`config.mk`:
```
export PLATFORM = sky130hd
export DESIGN_NAME = sipo_deserializer
export DESIGN_NICKNAME = d
export VERILOG_FILES = /design/src/rtl/sipo_deserializer.sv
export SDC_FILE = /design/constraint.sdc
export NUM_CORES = 1
export LEC_CHECK = 0
export CAP_MARGIN = 10
export CORE_MARGIN = 4
export CORE_UTILIZATION = 56
export CTS_BUF_LIST = sky130_fd_sc_hd__clkbuf_8
export DETAILED_ROUTE_END_ITERATION = 8
export MAX_ROUTING_LAYER = met4
export PLACE_DENSITY = 0.86
export SETUP_SLACK_MARGIN = 0.2
export SYNTH_ARGS = -nofsm -noshare
export SYNTH_HDL_FRONTEND = slang
export SYNTH_SLANG_ARGS = --single-unit
```
`constraint.sdc`:
```
create_clock -name clk -period 3.3 [get_ports clk]
set_clock_uncertainty 0.05 [all_clocks]
set_input_delay 0.33 -clock clk [delete_from_list [all_inputs] [get_ports clk]]
set_output_delay 0.33 -clock clk [all_outputs]
set_load 0.02 [all_outputs]
```
`src/rtl/sipo_deserializer.sv`:
```
// sipo_deserializer: assembles WIDTH-bit words from a framed serial bit stream.
// A one-word holding register presents each word on a valid/ready port. A word
// that completes while the holding register is still occupied is dropped, and
// the sticky overrun bit records the drop.
module sipo_deserializer #(
  parameter int WIDTH     = 8,
  parameter bit MSB_FIRST = 1'b1
) (
  input  logic                         clk,
  input  logic                         clrn,
  input  logic                         din,
  input  logic                         din_valid,
  input  logic                         start,
  output logic [WIDTH-1:0]             dout,
  output logic                         dout_valid,
  input  logic                         dout_ready,
  output logic                         overrun,
  output logic [$clog2(WIDTH+1)-1:0]   bit_cnt
);

  localparam int CW = $clog2(WIDTH+1);
  localparam logic [CW-1:0] LAST = CW'(WIDTH-1);
  localparam logic [0:0] IDLE  = 1'b0;
  localparam logic [0:0] SHIFT = 1'b1;

  logic [0:0]       state;
  logic [WIDTH-1:0] sr;
  logic [WIDTH-1:0] base;
  logic [WIDTH-1:0] sr_next;
  logic             accept;
  logic             word_first;
  logic             done;
  logic             load;

  // Next shift-register value and word-completion decode.
  always_comb begin
    accept     = din_valid && ((state == SHIFT) || start);
    // A new word starts on start, or on the first bit after a completed word.
    // Clearing the base keeps stale bits out of the new word.
    word_first = start || (bit_cnt == '0);
    base       = word_first ? '0 : sr;
    if (MSB_FIRST) sr_next = {base[WIDTH-2:0], din};
    else           sr_next = {din, base[WIDTH-1:1]};
    // A start bit is always bit 0, and WIDTH >= 2, so it can never complete a word.
    done       = accept && !start && (bit_cnt == LAST);
    load       = done && (!dout_valid || dout_ready);
  end

  // Framing FSM, bit counter and shift register.
  always_ff @(posedge clk) begin
    if (!clrn) begin
      state   <= IDLE;
      bit_cnt <= '0;
      sr      <= '0;
    end else if (accept) begin
      state <= SHIFT;
      sr    <= sr_next;
      if (done)       bit_cnt <= '0;
      else if (start) bit_cnt <= CW'(1);
      else            bit_cnt <= bit_cnt + 1'b1;
    end
  end

  // Holding register with valid/ready handshake. A load on the same edge as a
  // consume wins, so dout_valid stays high.
  always_ff @(posedge clk) begin
    if (!clrn) begin
      dout       <= '0;
      dout_valid <= 1'b0;
    end else if (load) begin
      dout       <= sr_next;
      dout_valid <= 1'b1;
    end else if (dout_valid && dout_ready) begin
      dout_valid <= 1'b0;
    end
  end

  // Sticky drop flag; only reset clears it.
  always_ff @(posedge clk) begin
    if (!clrn)              overrun <= 1'b0;
    else if (done && !load) overrun <= 1'b1;
  end

endmodule

```
---- Yosys cells after proc, flatten, opt, wreduce, memory -nomap -nowiden ----
Index checks and enable logic that the tools add are counted.
cells by class
  reduce and logical (&&, ||, !) cells .... 14
  eq/ne operators ......................... 1
  add/sub/neg operators ................... 1
  multiplexer cells ....................... 5
operators with widths
  cell                 number
  $mux 4               2
  $mux 7               1
  $logic_and 1x1->1    6
  $add 4x1->4 const B  1
  $eq 4x3->1 const B   1
  $logic_not 4->1      1
  $logic_not 1->1      3
  $logic_or 1x1->1     3
  $mux 1               2
  $reduce_bool 2->1    1
storage, ports and cells
  word-level logic and storage cells ...... 27
  bits of input ports ..................... 6
  output and inout bits ................... 14
  bits in registers ....................... 22

---- Depth between registers and ports, before layout ----
Gate-level depths: netlist (run 1).
  depth in word-level cells ............... 7
  mapped depth ............................ 7
  depth with buffers taken out ............ 5

---- Worst setup path after synthesis (run 1) ----
No wires, ideal clock.
  kind .................................... register to register
  from .................................... reg bit_cnt[0]
  to ...................................... reg dout[1]
  library setup time ...................... 0.116 ns
  period minus slack after synthesis ...... 1.726 ns
  data required time ...................... 3.134 ns
  arrival time ............................ 1.561 ns
  slack ................................... 1.574 ns
  buffers on the path ..................... 2
  stages on the path, launching flop included .. 8
  cell sequence ........................... dfxtp_1 > inv_1 > ha_1 > or3b_1 > buf_6 > and3b_4 > buf_6 > a31o_1
on the way
  longest elaborated chain between the ends .. 3
  elaborated cells between the ends (all ways) .. 6
  classes of those cells .................. eq/ne: 1; mux: 1; reduce/logical: 4
RTL lines
  element                                                       line    RTL
  start: declaration                                            18      output logic [$clog2(WIDTH+1)-1:0] bit_cnt
  start signal: assignment                                      60      else bit_cnt <= bit_cnt + 1'b1;
  $logic_not 4->1 / $eq 4x3->1 (equally long branches)          40, 45
  $logic_or 1x1->1 / $logic_and 1x1->1 (equally long branches)  40, 45
  $mux 7 / $logic_and 1x1->1 (equally long branches)            41, 46
  end signal: assignment                                        71      dout <= sr_next;
  end: declaration                                              14      output logic [WIDTH-1:0] dout,
Parallel ways exist; a longest one is shown, timed or not.
A chain may end at the register's enable or synchronous reset.

---- Final worst setup path (run 1) ----
  from .................................... reg bit_cnt[0]
  to ...................................... reg dout[0]
on the way
  longest elaborated chain between the ends .. 3
RTL lines
  element            line  RTL
  $eq 4x3->1         45    done = accept && !start && (bit_cnt == LAST);
  $logic_and 1x1->1  45
  $logic_and 1x1->1  46    load = done && (!dout_valid || dout_ready);
Every way passes these cells.

==> results of run 1 <==
placed cells by master, fill, tap and decap left out:
cell type        instances
a31o_1                   7
nand2_1                 11
dfxtp_1                 22
ha_1                     2
a32oi_1                  7
a41oi_1                  1
nor2b_1                 10
nand3b_1                 1
and2b_2                  2
nand4_1                  1
and3_1                   3
a21boi_0                 1
nand2b_1                 1
and4b_1                  1
inv_1                    3
nand4b_1                 1
or3b_1                   1
a31oi_1                  7
mux2i_1                  3
and3b_4                  1
clkdlybuf4s50_1         19
o21ai_1                  1
clkbuf_8                 4
and3b_1                  1
a21oi_1                  2
nand3_1                  2
o221a_2                  1
registers in the layout, indices dropped and copies added, names as in the netlist:
signal,cells
sr,7
dout,8
overrun,1
state,1
bit_cnt,4
dout_valid,1
path summary, 6_finish.rpt:
kind                          endpoint  slack, ps
hold / removal    dout[0]$_SDFFE_PN0P_        430
setup / recovery  dout[0]$_SDFFE_PN0P_       1430
hold reg to reg   dout[0]$_SDFFE_PN0P_        430
setup reg to reg  dout[0]$_SDFFE_PN0P_       1430
power groups by stage:
stage          combinational [mW]  sequential (mW)  clock (mW)
6_report                   0.0328            0.271       0.188
5_1_grt                    0.0360            0.272       0.203
4_1_cts                    0.0326            0.271       0.193
3_5_place_dp               0.0325            0.277           0
3_3_place_gp               0.0315            0.277           0
2_1_floorplan              0.0216            0.278           0
metal layers:
layer  GRT usage (%)  vias up  share of wire [%]
met3            3.31        7                7.5
met1            23.8      372                 42
met2            30.0       44                 48
met4            10.1        0                2.8
li1                -      407                  -
met5               -        -                  0
cell type report:
class | count | area, µm²
multi-input combinational | 68 | 483
fill | 120 | 384
timing repair buffer | 19 | 190
inverter | 3 | 11.3
tap | 24 | 30.0
sequential | 22 | 440
clock buffer | 4 | 55.1
per-stage QoR:
| stage | hold slack (ps) | std cells | instance area [µm²] | setup slack [ps] | util (%) |
|---|---|---|---|---|---|
| global placement | 397 | 136 | 1150 | 1320 | 72.4 |
| CTS | 435 | 140 | 1210 | 1470 | 75.9 |
| finish | 432 | 140 | 1210 | 1430 | 75.9 |
| floorplan | 400 | 103 | 990 | 1570 | - |
| global route | 463 | 140 | 1210 | 1290 | 75.9 |
| detailed placement | 415 | 136 | 1150 | 1230 | 72.4 |
tightest hold or removal path: cells and delay by family, from the launching register on:
kind / cells / cell delay [ps]
DFF: 1 / 310
and+or+nand+nor: 1 / 60
muxes: 1 / 60
kinds of logic (layout without fill, tap and decap cells):
| logic type | Yosys count | after routing | share of synthesized area, % |
|---|---|---|---|
| AOI/OAI and AO/OA | 27 | 27 | 21.1 |
| adders and majority gates | 2 | 2 | 2.53 |
| buffers and inverters | 13 | 26 | 6.70 |
| DFF | 22 | 22 | 44.5 |
| muxes | 3 | 3 | 3.03 |
| and+or+nand+nor | 36 | 36 | 22.1 |
==> run metrics, run 1 <==
final HPWL from detailed placement about 1500 µm; slowest stage delay, CP 470 ps; Post-synth EDFFs 0; fmax between 500 and 600 MHz; GRT Total Usage approximately 19%; Data required, critical path roughly 3400 ps; hold_buf cts 0; slowest CP cell and4b_1; layout cells sized above 1 ~7%; H-tree levels 1; worst skew pair latency about 260 ps; Worst-path clk slew roughly 80 ps; initial drt markers 55; flops & latches, synth 22; Comb power frac roughly 6.7%; IO Pins 20; endpoints failing setup 0; CTS Buf Count 3; Pwr Total a little under 500 µW; Yosys top cell by area dfxtp_1; clock root cell clkbuf_8; Seq/Total Area, Yosys ~45%; internal power between 300 and 400 µW; critical setup path kind reg2reg; max_cap viols 0; Final Hold Vio Count 0; final WL about 2200 µm; final setup TNS 0 ps; status complete, no violations; Layout area overhead 22.3%; Clock Path Buffers 2; CP cell instances ha_1 -> and4b_1 -> and3_1 -> mux2i_1; top cells by area, synth dfxtp_1, nor2b_1, a31o_1, a32oi_1, a31oi_1; sw frac 20.9%; Max VDD drop approximately 270 µV; CTS tree built; die width roughly 50 µm; initial antenna violation count 0; largest net degree at the start of global routing 27; IO Port Bufs 19; Power Density around 410 nW/µm²; Die Area ~2500 µm²; Levels on crit path 4; sequential share of power between 50% and 60%; Initial Util between 60 and 70%; via count 830; post_cts resized 0; vias in the first global route ~770; HP Start dout[0]$_SDFFE_PN0P_; Netlist Area Pre-Place 990 µm²; worst slew pin tran around 800 ps; ANT nets after route 0; vias per cell ~5.9; Synth Flop Type dfxtp_1; # rows 14; Switching Power approximately 100 µW; Clock Sink Count 22; setup repair bufs after CTS 0; Ys Warns 0; DRC Markers 0; First-pass DRT Iterations 4; fin crit period ~1900 ps; max_slew headroom 46.7%; Yosys top cell area share about 45%; number of nets in the layout roughly 130; Period Utilization, post-route 56.7%; asr flop ratio synth 0%; Post-Syn Nets 111; HP Class reg2reg; Critical Path End Type flop; diode count 0; Reg2Reg Launch Point bit_cnt[0]$_SDFFE_PN0P_; Syn Area/Cell between 9 and 10 µm²; CP delay by family, top simple AND/OR/NAND/NOR gates; Placer Congestion just under 0.8; CP bufs+invs 0; grt total ovfl 0; Worst Reg-to-Reg Cells 4; DIE HEIGHT 50.0 µm; CP Launch Type flop; Cells after Synth between 100 and 150; hold path depth 2; RSZ-0062 raised after global routing no; Post-synth top cells dfxtp_1, nand2_1, nor2b_1; Avg WL per Cell around 16 µm; floorplan core area roughly 1600 µm²; Setup crit start bit_cnt[0]$_SDFFE_PN0P_; global-route wire length before repair about 3600 µm; fin. max-slew vios 0; WP data arrival around 2000 ps; Lkg Pwr 0.440 nW; critical path peak fanout 11; Yosys cell types 28; Clock Power Share 38.2%; cell with the most instances after synthesis dfxtp_1
Power figures use the tool's default switching activity.
==> inputs of run 2 (changes only) <==
- CORE_UTILIZATION: 56 -> 47
- PLACE_DENSITY: 0.86 -> 0.77
- clock period: 3.3 -> 1.6 ns (I/O delays scaled with it)
==> run 2 against run 1 <==
Compared with the run above: final cell count rose by 11%; combinational power rose to 2.9 times the previous value; critical path depth rose by 2; sequential cell count did not move; non-clock buffer count rose by 12; first-iteration DRC count fell by 62%; via count fell by 0.36%; routed wire length fell by 4.2%.
==> run metrics, run 2 (synthesized netlist as in run 1, its figures left out) <==
status complete, no violations; grt total ovfl 0 (unchanged); Data required, critical path 1700 ps (-1740 ps); Clock Path Buffers 2 (unchanged); floorplan core area 1980 µm² (+24%); Die Area 2900 µm² (+16%); final HPWL from detailed placement 1490 µm (-2.5%); HP Class reg2reg; die width 53.9 µm (+7.7%); Layout area overhead 35.9%; vias per cell 5.34 (-10%); max_slew headroom 68.7% (+22 points); number of fill cells in the layout 170 (+42%); H-tree levels 1 (unchanged); dpl ws 19.3 ps (-1210 ps); CTS Buf Count 3 (unchanged); First-pass DRT Iterations 4 (unchanged); CP Launch Type flop; IO Port Bufs 19 (unchanged); max reg flops 8 (unchanged); final WL 2110 µm (-4.2%); Clock Sink Count 22 (unchanged); IO Pins 20 (unchanged); # rows 16 (+2); GRT Total Usage 17.3% (-2.0 points); fin. max-slew vios 0 (unchanged); number of nets in the layout 137 (+9.6%); Lkg Pwr 0.579 nW (+31%); Biggest register dout; R2R Setup Slk 120 ps (-1310 ps); Critical Path End Type flop; fmax 674 MHz (+26%); Reg2Reg Launch Point bit_cnt[1]$_SDFFE_PN0P_; initial antenna violation count 0 (unchanged); Power Density 739 nW/µm² (+82%); clock root cell clkbuf_8; max_cap viols 0 (unchanged); fin crit period 1480 ps (-386 ps); vias in the first global route 800 (+4.0%); WP data arrival 1580 ps (-430 ps); final worst slack 116 ps (-1310 ps); Max VDD drop 505 µV (+84%); Initial Util 49.9% (-12 points); most frequent cells in the layout dfxtp_1, dlygate4sd2_1, nand2_1, buf_4, nor2b_1; final core occ 67.9% (-8.0 points); Period Utilization, post-route 92.8% (+36 points); ANT nets after route 0 (unchanged); worst slew pin tran 468 ps (-329 ps); endpoints failing setup 0 (unchanged); DIE HEIGHT 53.9 µm (+7.7%); crit path to sr[6]$_SDFFE_PN0P_; Setup crit start bit_cnt[1]$_SDFFE_PN0P_; critical setup path kind reg2reg; DRC Markers 0 (unchanged); via count 827 (-0.36%); RSZ-0062 raised after global routing yes; commonest non-fill, non-tap cell in the layout dfxtp_1; Pwr Total 994 µW (+100%); Final Hold Vio Count 0 (unchanged); diode count 0 (unchanged); layout cells sized above 1 25.0% (+18 points); global-route wire length before repair 3550 µm (-2.3%); worst skew pair latency 260 ps (about the same); r2r endpoint sr[6]$_SDFFE_PN0P_; initial drt markers 21 (-62%); biggest regs dout x8, sr x7, bit_cnt x4; CTS tree built; hold_buf cts 0 (unchanged); Worst Reg-to-Reg Cells 6 (+2); critical path peak fanout 6 (-5); Avg WL per Cell 13.6 µm (-13%); Worst-path clk slew 80 ps (about the same); largest net degree at the start of global routing 15 (-44%); Placer Congestion 0.837 (+7.7%)
[run 2: cell types whose count changed in the layout (fill, tap and decap cells not counted), moves of 2 or more]
cell             previous run  this run
clkdlybuf4s50_1            19         5
a32oi_2                     0         3
dfxtp_1                    22        18
inv_4                       0         2
dfxtp_2                     0         2
dlygate4sd2_1               0        14
dfxtp_4                     0         2
a32oi_1                     7         4
buf_4                       0        11
[run 2: timing repair]
action | CTS | global route
gates cloned | 0 | 0
endpoints found under the setup margin | 28 | 17
buffers inserted | 1 | 0
resized for setup | 22 | 6
pin swaps | 7 | 4
[run 2: power breakdown]
group          internal (mW)  switching, mW
clock                  0.171          0.171
combinational         0.0510         0.0431
sequential             0.551        0.00745
total                  0.773          0.222
[run 2: layout make-up]
type / instances / area, µm² / share of cell area [%]
flip-flops and latches: 22 / 450 / 33.5
well taps: 27 / 33.8 / 2.51
clock inverters: 1 / 3.75 / 0.279
inverters: 3 / 16.3 / 1.21
repair buffers: 31 / 267 / 19.8
clock buffers: 3 / 41.3 / 3.07
multi-input cells: 68 / 533 / 39.6
[run 2: through the flow]
step	std cells	hold slack, ps	area, µm²	setup TNS [ps]
5_1_grt	155	461	1350	0
3_5_place_dp	150	400	1250	0
6_report	155	429	1350	0
3_3_place_gp	150	398	1250	0
4_1_cts	155	430	1320	0
2_1_floorplan	103	252	997	-127
[run 2: worst min path at each step]
stage	startpoint	to	slack [ps]	depth (start not counted)
after floorplan	din	dout[0]$_SDFFE_PN0P_	250	2
after global placement	dout[0]$_SDFFE_PN0P_	dout[0]$_SDFFE_PN0P_	400	2
after detailed placement	dout[0]$_SDFFE_PN0P_	dout[0]$_SDFFE_PN0P_	400	2
after CTS	dout[0]$_SDFFE_PN0P_	dout[0]$_SDFFE_PN0P_	430	2
after global routing	dout[0]$_SDFFE_PN0P_	dout[0]$_SDFFE_PN0P_	460	2
final	dout[0]$_SDFFE_PN0P_	dout[0]$_SDFFE_PN0P_	430	2
[run 2: per-layer routing]
metal	GRT usage [%]	vias up	part of all wire [%]
met5	-	-	0
li1	-	426	-
met1	21.6	386	50
met2	27.6	13	45
met4	7.66	0	0.43
met3	2.49	2	3.9
[run 2: worst max-delay path: stages (launching register included)]
cell and delay (ps):
dfxtp_4 370, inv_4 60, ha_4 110, or3b_4 370, buf_6 140, a32oi_2 200, nor2b_1 60
==> edit 1, RTL diff (config.mk and constraints of run 2) <==
The parameter `MSB_FIRST` goes from 1'b1 to 1'b0.
--- a/src/rtl/sipo_deserializer.sv
+++ b/src/rtl/sipo_deserializer.sv
@@ -6,3 +6,3 @@
   parameter int WIDTH     = 8,
-  parameter bit MSB_FIRST = 1'b1
+  parameter bit MSB_FIRST = 1'b0
 ) (
Check against the original RTL: not equivalent (Yosys sat finds a counterexample within 10 cycles, from zero or initial values).
==> edit 1 against run 2 <==
Worst setup slack improved by 0.050 ns; routed wire length rose by 11%; total power rose by 5.7%; sequential cell count did not move; clock power rose by 16%; synthesized area fell by 5.2%; final area fell by 1.7%.
==> edit 1: results (changes against run 2) <==
.. list-table::
   :header-rows: 1

   * - Metric
     - Value
   * - Grt met2 use
     - 33.3% (+5.6 points)
   * - Share of final-layout standard cells stronger than drive strength 1
     - 22.7% (-2.3 points)
   * - Worst hold slack after final layout
     - 0.409 ns (-0.0200 ns)
   * - Met1 WL
     - 1030 um (-2.5%)
   * - Worst-case vdd ir drop
     - 0.682 mV (+35%)
   * - Hold endpoint
     - dout[2]
   * - Largest fanout of any net on the critical path
     - 7 (+1)
   * - Master of the slowest instance on the critical path
     - or3b_4
   * - Met2 wirelength from detailed routing
     - 1210 um (+27%)
   * - Status
     - finished clean
   * - Power share of the clock group
     - 37.8% (+3.4 points)
   * - Number of distinct library cells after synthesis
     - 26 (-7.1%)
   * - Cell count of the worst reg-to-reg path
     - 5 (-1)
   * - Vias after detailed routing
     - 860 (+4.0%)
   * - Cell count after placement
     - 148 (-1.3%)
   * - Total routing resource utilization after global routing
     - 19.9% (+2.5 points)
   * - Iteration-0 DRC Markers
     - 38 (+81%)
   * - Global-route met3 utilization
     - 1.71% (-0.78 points)
   * - Worst hold start
     - dout[2]
   * - Internal power
     - 816 uW (+5.6%)
   * - Met1 Resource Use GR
     - 24.7% (+3.0 points)
   * - Top cells by area in the synthesized netlist
     - dfxtp_1 (47%), mux2i_1 (9.6%), a32oi_1 (6.5%)
   * - Period minus WS final
     - 1.43 ns (-0.0501 ns)
   * - Via count of the first global-routing pass
     - 845 (+5.6%)
   * - Worst reg2reg setup slack
     - 0.17 ns (+0.05 ns)
   * - Count of buffers added by post-CTS timing repair for setup
     - 0 (-1)
   * - Met3 wire len
     - 71 um (-14%)
   * - Timing endpoint of the critical path
     - sr[3]
   * - Biggest cell delay along the critical path
     - 0.43 ns (+0.06 ns)
   * - Cells after Synth
     - 100 (-2.9%)
   * - Worst setup path startpoint
     - bit_cnt[0]
   * - Post-DP Area
     - 0.00123 mm2 (-1.3%)
   * - Post-Place Setup Slack
     - -0.0725 ns (-0.0918 ns)
   * - Arrival time at the worst endpoint
     - 1.54 ns (-0.04 ns)
   * - Commonest cells in the synthesized netlist
     - dfxtp_1 (22), nor2_1 (11), nand2_1 (10), nand3_1 (10), mux2i_1 (9)
   * - Slew at the pin closest to its max-slew limit
     - 0.352 ns (-0.116 ns)
   * - Number of nets produced by synthesis
     - 108 (-2.7%)
   * - Pin count of the biggest net entering global routing
     - 13 (-2)
==> edit 1: cell count changes after synthesis, moves of 3 or more <==
| cell | run 2 | this run |
|---|---|---|
| nor2_1 | 0 | 11 |
| nand3_1 | 2 | 10 |
| nor2b_1 | 10 | 2 |
| a31o_1 | 7 | 0 |
| a31oi_1 | 7 | 1 |
| mux2i_1 | 3 | 9 |
| and3_1 | 3 | 0 |
| clkbuf_1 | 6 | 3 |
==> edit 1: layout make-up <==
class | instances | area (um2)
Fill cell | 136 | 479
Clock buffer | 4 | 55.1
Inverter | 3 | 13.8
Sequential cell | 22 | 450
Timing Repair Buffer | 29 | 264
Tap cell | 25 | 31.3
Multi-Input combinational cell | 70 | 508
==> edit 1: cell families after synthesis <==
group / count (synthesis) / share of synthesized area [%]
buffers and inverters: 9 / 4.00
AND/OR/NAND/NOR: 43 / 24.9
adder cells (fa/ha/maj): 2 / 2.67
AO/OA/AOI/OAI: 15 / 11.9
multiplexers: 9 / 9.60
flip-flops: 22 / 46.9
==> edit 2, RTL diff (flow settings as in run 2) <==
Made on the original files. Register the output `bit_cnt` once more, without a reset; this adds one clock of latency there. The other outputs are not delayed to match.
--- a/src/rtl/sipo_deserializer.sv
+++ b/src/rtl/sipo_deserializer.sv
@@ -25,2 +25,4 @@
 
+  logic [$clog2(WIDTH+1)-1:0] bit_cnt_s0;
+
   logic [0:0]       state;
@@ -39,3 +41,3 @@
     // Clearing the base keeps stale bits out of the new word.
-    word_first = start || (bit_cnt == '0);
+    word_first = start || (bit_cnt_s0 == '0);
     base       = word_first ? '0 : sr;
@@ -44,3 +46,3 @@
     // A start bit is always bit 0, and WIDTH >= 2, so it can never complete a word.
-    done       = accept && !start && (bit_cnt == LAST);
+    done       = accept && !start && (bit_cnt_s0 == LAST);
     load       = done && (!dout_valid || dout_ready);
@@ -52,3 +54,3 @@
       state   <= IDLE;
-      bit_cnt <= '0;
+      bit_cnt_s0 <= '0;
       sr      <= '0;
@@ -57,5 +59,5 @@
       sr    <= sr_next;
-      if (done)       bit_cnt <= '0;
-      else if (start) bit_cnt <= CW'(1);
-      else            bit_cnt <= bit_cnt + 1'b1;
+      if (done)       bit_cnt_s0 <= '0;
+      else if (start) bit_cnt_s0 <= CW'(1);
+      else            bit_cnt_s0 <= bit_cnt_s0 + 1'b1;
     end
@@ -83,2 +85,6 @@
 
+  always_ff @(posedge clk) begin
+    bit_cnt <= bit_cnt_s0;
+  end
+
 endmodule
Behaviour: not the same (Yosys sat finds a counterexample within 4 cycles, from zero or initial values).
==> edit 2 against run 2 <==
Sequential cell count up 4; sequential share of layout area up 3.5 points; synthesized area up 7.6%; routed wire length up 4.2%; final area up 5.5%; total power up 17%; non-clock buffer count unchanged; cell count up 2.6%; worst setup slack better by 0.0041 ns; combinational power down 6.1%.
==> edit 2: results (changes against run 2) <==
.. list-table::
   :header-rows: 1

   * - Metric
     - Value
   * - Part of the Yosys area used for sequential elements
     - 48.9% (+4.4 points)
   * - Cell count after placement
     - 154 (+2.7%)
   * - Detailed Routing Iterations Pass 1
     - 4 (unchanged)
   * - Share of flip-flops with an asynchronous set or reset after synthesis
     - 0% (unchanged)
   * - Global-route wire length before repair
     - 3590 um (+0.99%)
   * - Port Buffer Count
     - 19 (unchanged)
   * - Largest fanout of any net on the critical path
     - 7 (+1)
   * - Clock latency on the worst-skew pair
     - 0.27 ns
   * - Initial antenna violation count
     - 0 (unchanged)
   * - Top cells by area in the synthesized netlist
     - dfxtp_1 (49%), nor2b_1 (7.1%), a31o_1 (5.8%)
   * - Total routing resource utilization after global routing
     - 14.3% (-3.0 points)
   * - Via count of the first global-routing pass
     - 805 (+0.63%)
   * - Class of the tightest hold or removal check
     - flop to flop
   * - Vias after detailed routing
     - 905 (+9.4%)
   * - Share of final-layout standard cells stronger than drive strength 1
     - 19.7% (-5.3 points)
   * - Post-Layout Cell Count
     - 159 (+2.6%)
   * - Iteration-0 DRC Markers
     - 19 (-9.5%)
   * - Number of distinct library cells after synthesis
     - 27 (-3.6%)
   * - Status
     - finished clean
   * - Commonest cells in the synthesized netlist
     - dfxtp_1 (26), nor2b_1 (12), nand2_1 (11)
   * - Fillcell total
     - 164 (-3.5%)
   * - Inserted Diodes
     - 0 (unchanged)
   * - Pin count of the biggest net entering global routing
     - 15 (unchanged)
   * - Routed wire per std cell
     - 13.8 um (+1.6%)
   * - Max_slew headroom
     - 78.0% (+9.2 points)
   * - Number of nets at the end of the flow
     - 141 (+2.9%)
   * - H-tree level count
     - 1 (unchanged)
   * - Arrival time at the worst endpoint
     - 1.59 ns
   * - Leading area contributor after synthesis
     - dfxtp_1
   * - Static leakage power
     - 0.657 nW (+14%)
   * - Final weighted congestion in routability-driven placement
     - 0.786 (-6.1%)
   * - Cells after Synth
     - 107 (+3.9%)
   * - Total clock buffers created by CTS
     - 3 (unchanged)
   * - Top flop regs
     - dout (8), sr (7)
   * - Primary FF master, synth
     - dfxtp_1
   * - Clk slew on worst S/H paths
     - 0.09 ns
   * - HPWL reported at the end of detailed placement
     - 1570 um (+5.6%)
   * - Clock tree root driver cell
     - clkbuf_8
   * - Total of warnings raised by yosys
     - 0 (unchanged)
   * - Number of nets produced by synthesis
     - 115 (+3.6%)
   * - Switching power total
     - 241 uW (+8.9%)
   * - Worst-case vdd ir drop
     - 0.464 mV (-8.1%)
   * - CTS Buffer Depth
     - 2 (unchanged)
[edit 2: changes by cell type after synthesis]
cell / change
dfxtp_1: +4
nor2b_1: +2
and2b_2: -2
[edit 2: power groups by stage]
stage / clock network (mW) / logic, mW / registers [mW]
floorplan: 0 / 0.0442 / 0.678
global placement: 0 / 0.0770 / 0.676
detailed placement: 0 / 0.0774 / 0.677
CTS: 0.427 / 0.0865 / 0.661
global route: 0.446 / 0.0953 / 0.662
finish: 0.413 / 0.0883 / 0.661
[edit 2: cells by family (layout without fill, tap and decap cells)]
group           count (synthesis)  in the layout  share of synthesized area [%]
compound gates                 27             27                           19.6
simple gates                   36             36                           20.1
buf+inv                        13             38                           6.23
fa+ha+maj                       2              2                           2.35
mux                             3              3                           2.82
flops                          26             26                           48.9
[edit 2: repair_timing]
| action | 4_1_cts | 5_1_grt |
|---|---|---|
| setup endpoints to repair | 25 | 21 |
| buffers inserted | 1 | 0 |
| resized for setup | 18 | 7 |
| pin swaps | 4 | 3 |
| gates cloned | 0 | 0 |
[edit 2: worst paths after layout]
check                           slack [ns]  cells past startpoint          start    endpoint
worst max-delay path                  0.12                      5  bit_cnt_s0[0]     dout[1]
worst min-delay path                  0.34                      0  bit_cnt_s0[1]  bit_cnt[1]
worst max register to register        0.12                      5  bit_cnt_s0[0]     dout[1]
worst min register to register        0.34                      0  bit_cnt_s0[1]  bit_cnt[1]
[edit 2: final cells by class]
class | instances | area share (%)
Timing Repair Buffer | 31 | 20.1
Clock buffer | 4 | 3.88
Tap cell | 27 | 2.38
Multi-Input combinational cell | 68 | 35.8
Sequential cell | 26 | 37.0
Inverter | 3 | 0.794
[edit 2: per-stage QoR]
stage / util, % / setup WS (ns) / hold WS [ns] / cell area, um2 / TNS [ns]
after floorplan: - / 0.0203 / 0.252 / 1070 / 0
after global routing: 68.8 / 0.0854 / 0.348 / 1420 / 0
after CTS: 67.4 / 0.129 / 0.340 / 1390 / 0
after detailed placement: 63.9 / -0.000367 / 0.340 / 1320 / -0.000367
final: 68.8 / 0.120 / 0.338 / 1420 / 0
after global placement: 63.9 / 0.0530 / 0.336 / 1320 / 0
[edit 2: worst max-delay path: stages, from the launching register on]
cell,delay (ns)
dfxtp_4,0.37
inv_2,0.04
ha_1,0.12
or3b_4,0.38
and3b_4,0.23
a31o_1,0.19
[edit 2: per-layer routing]
| metal | track usage (%) | vias up | wire (um) |
|---|---|---|---|
| met3 | 2.78 | 5 | 147 |
| met4 | 5.21 | 0 | 28 |
| met5 | - | - | 0 |
| li1 | - | 441 | - |
| met1 | 18.3 | 421 | 1010 |
| met2 | 22.5 | 38 | 1010 |
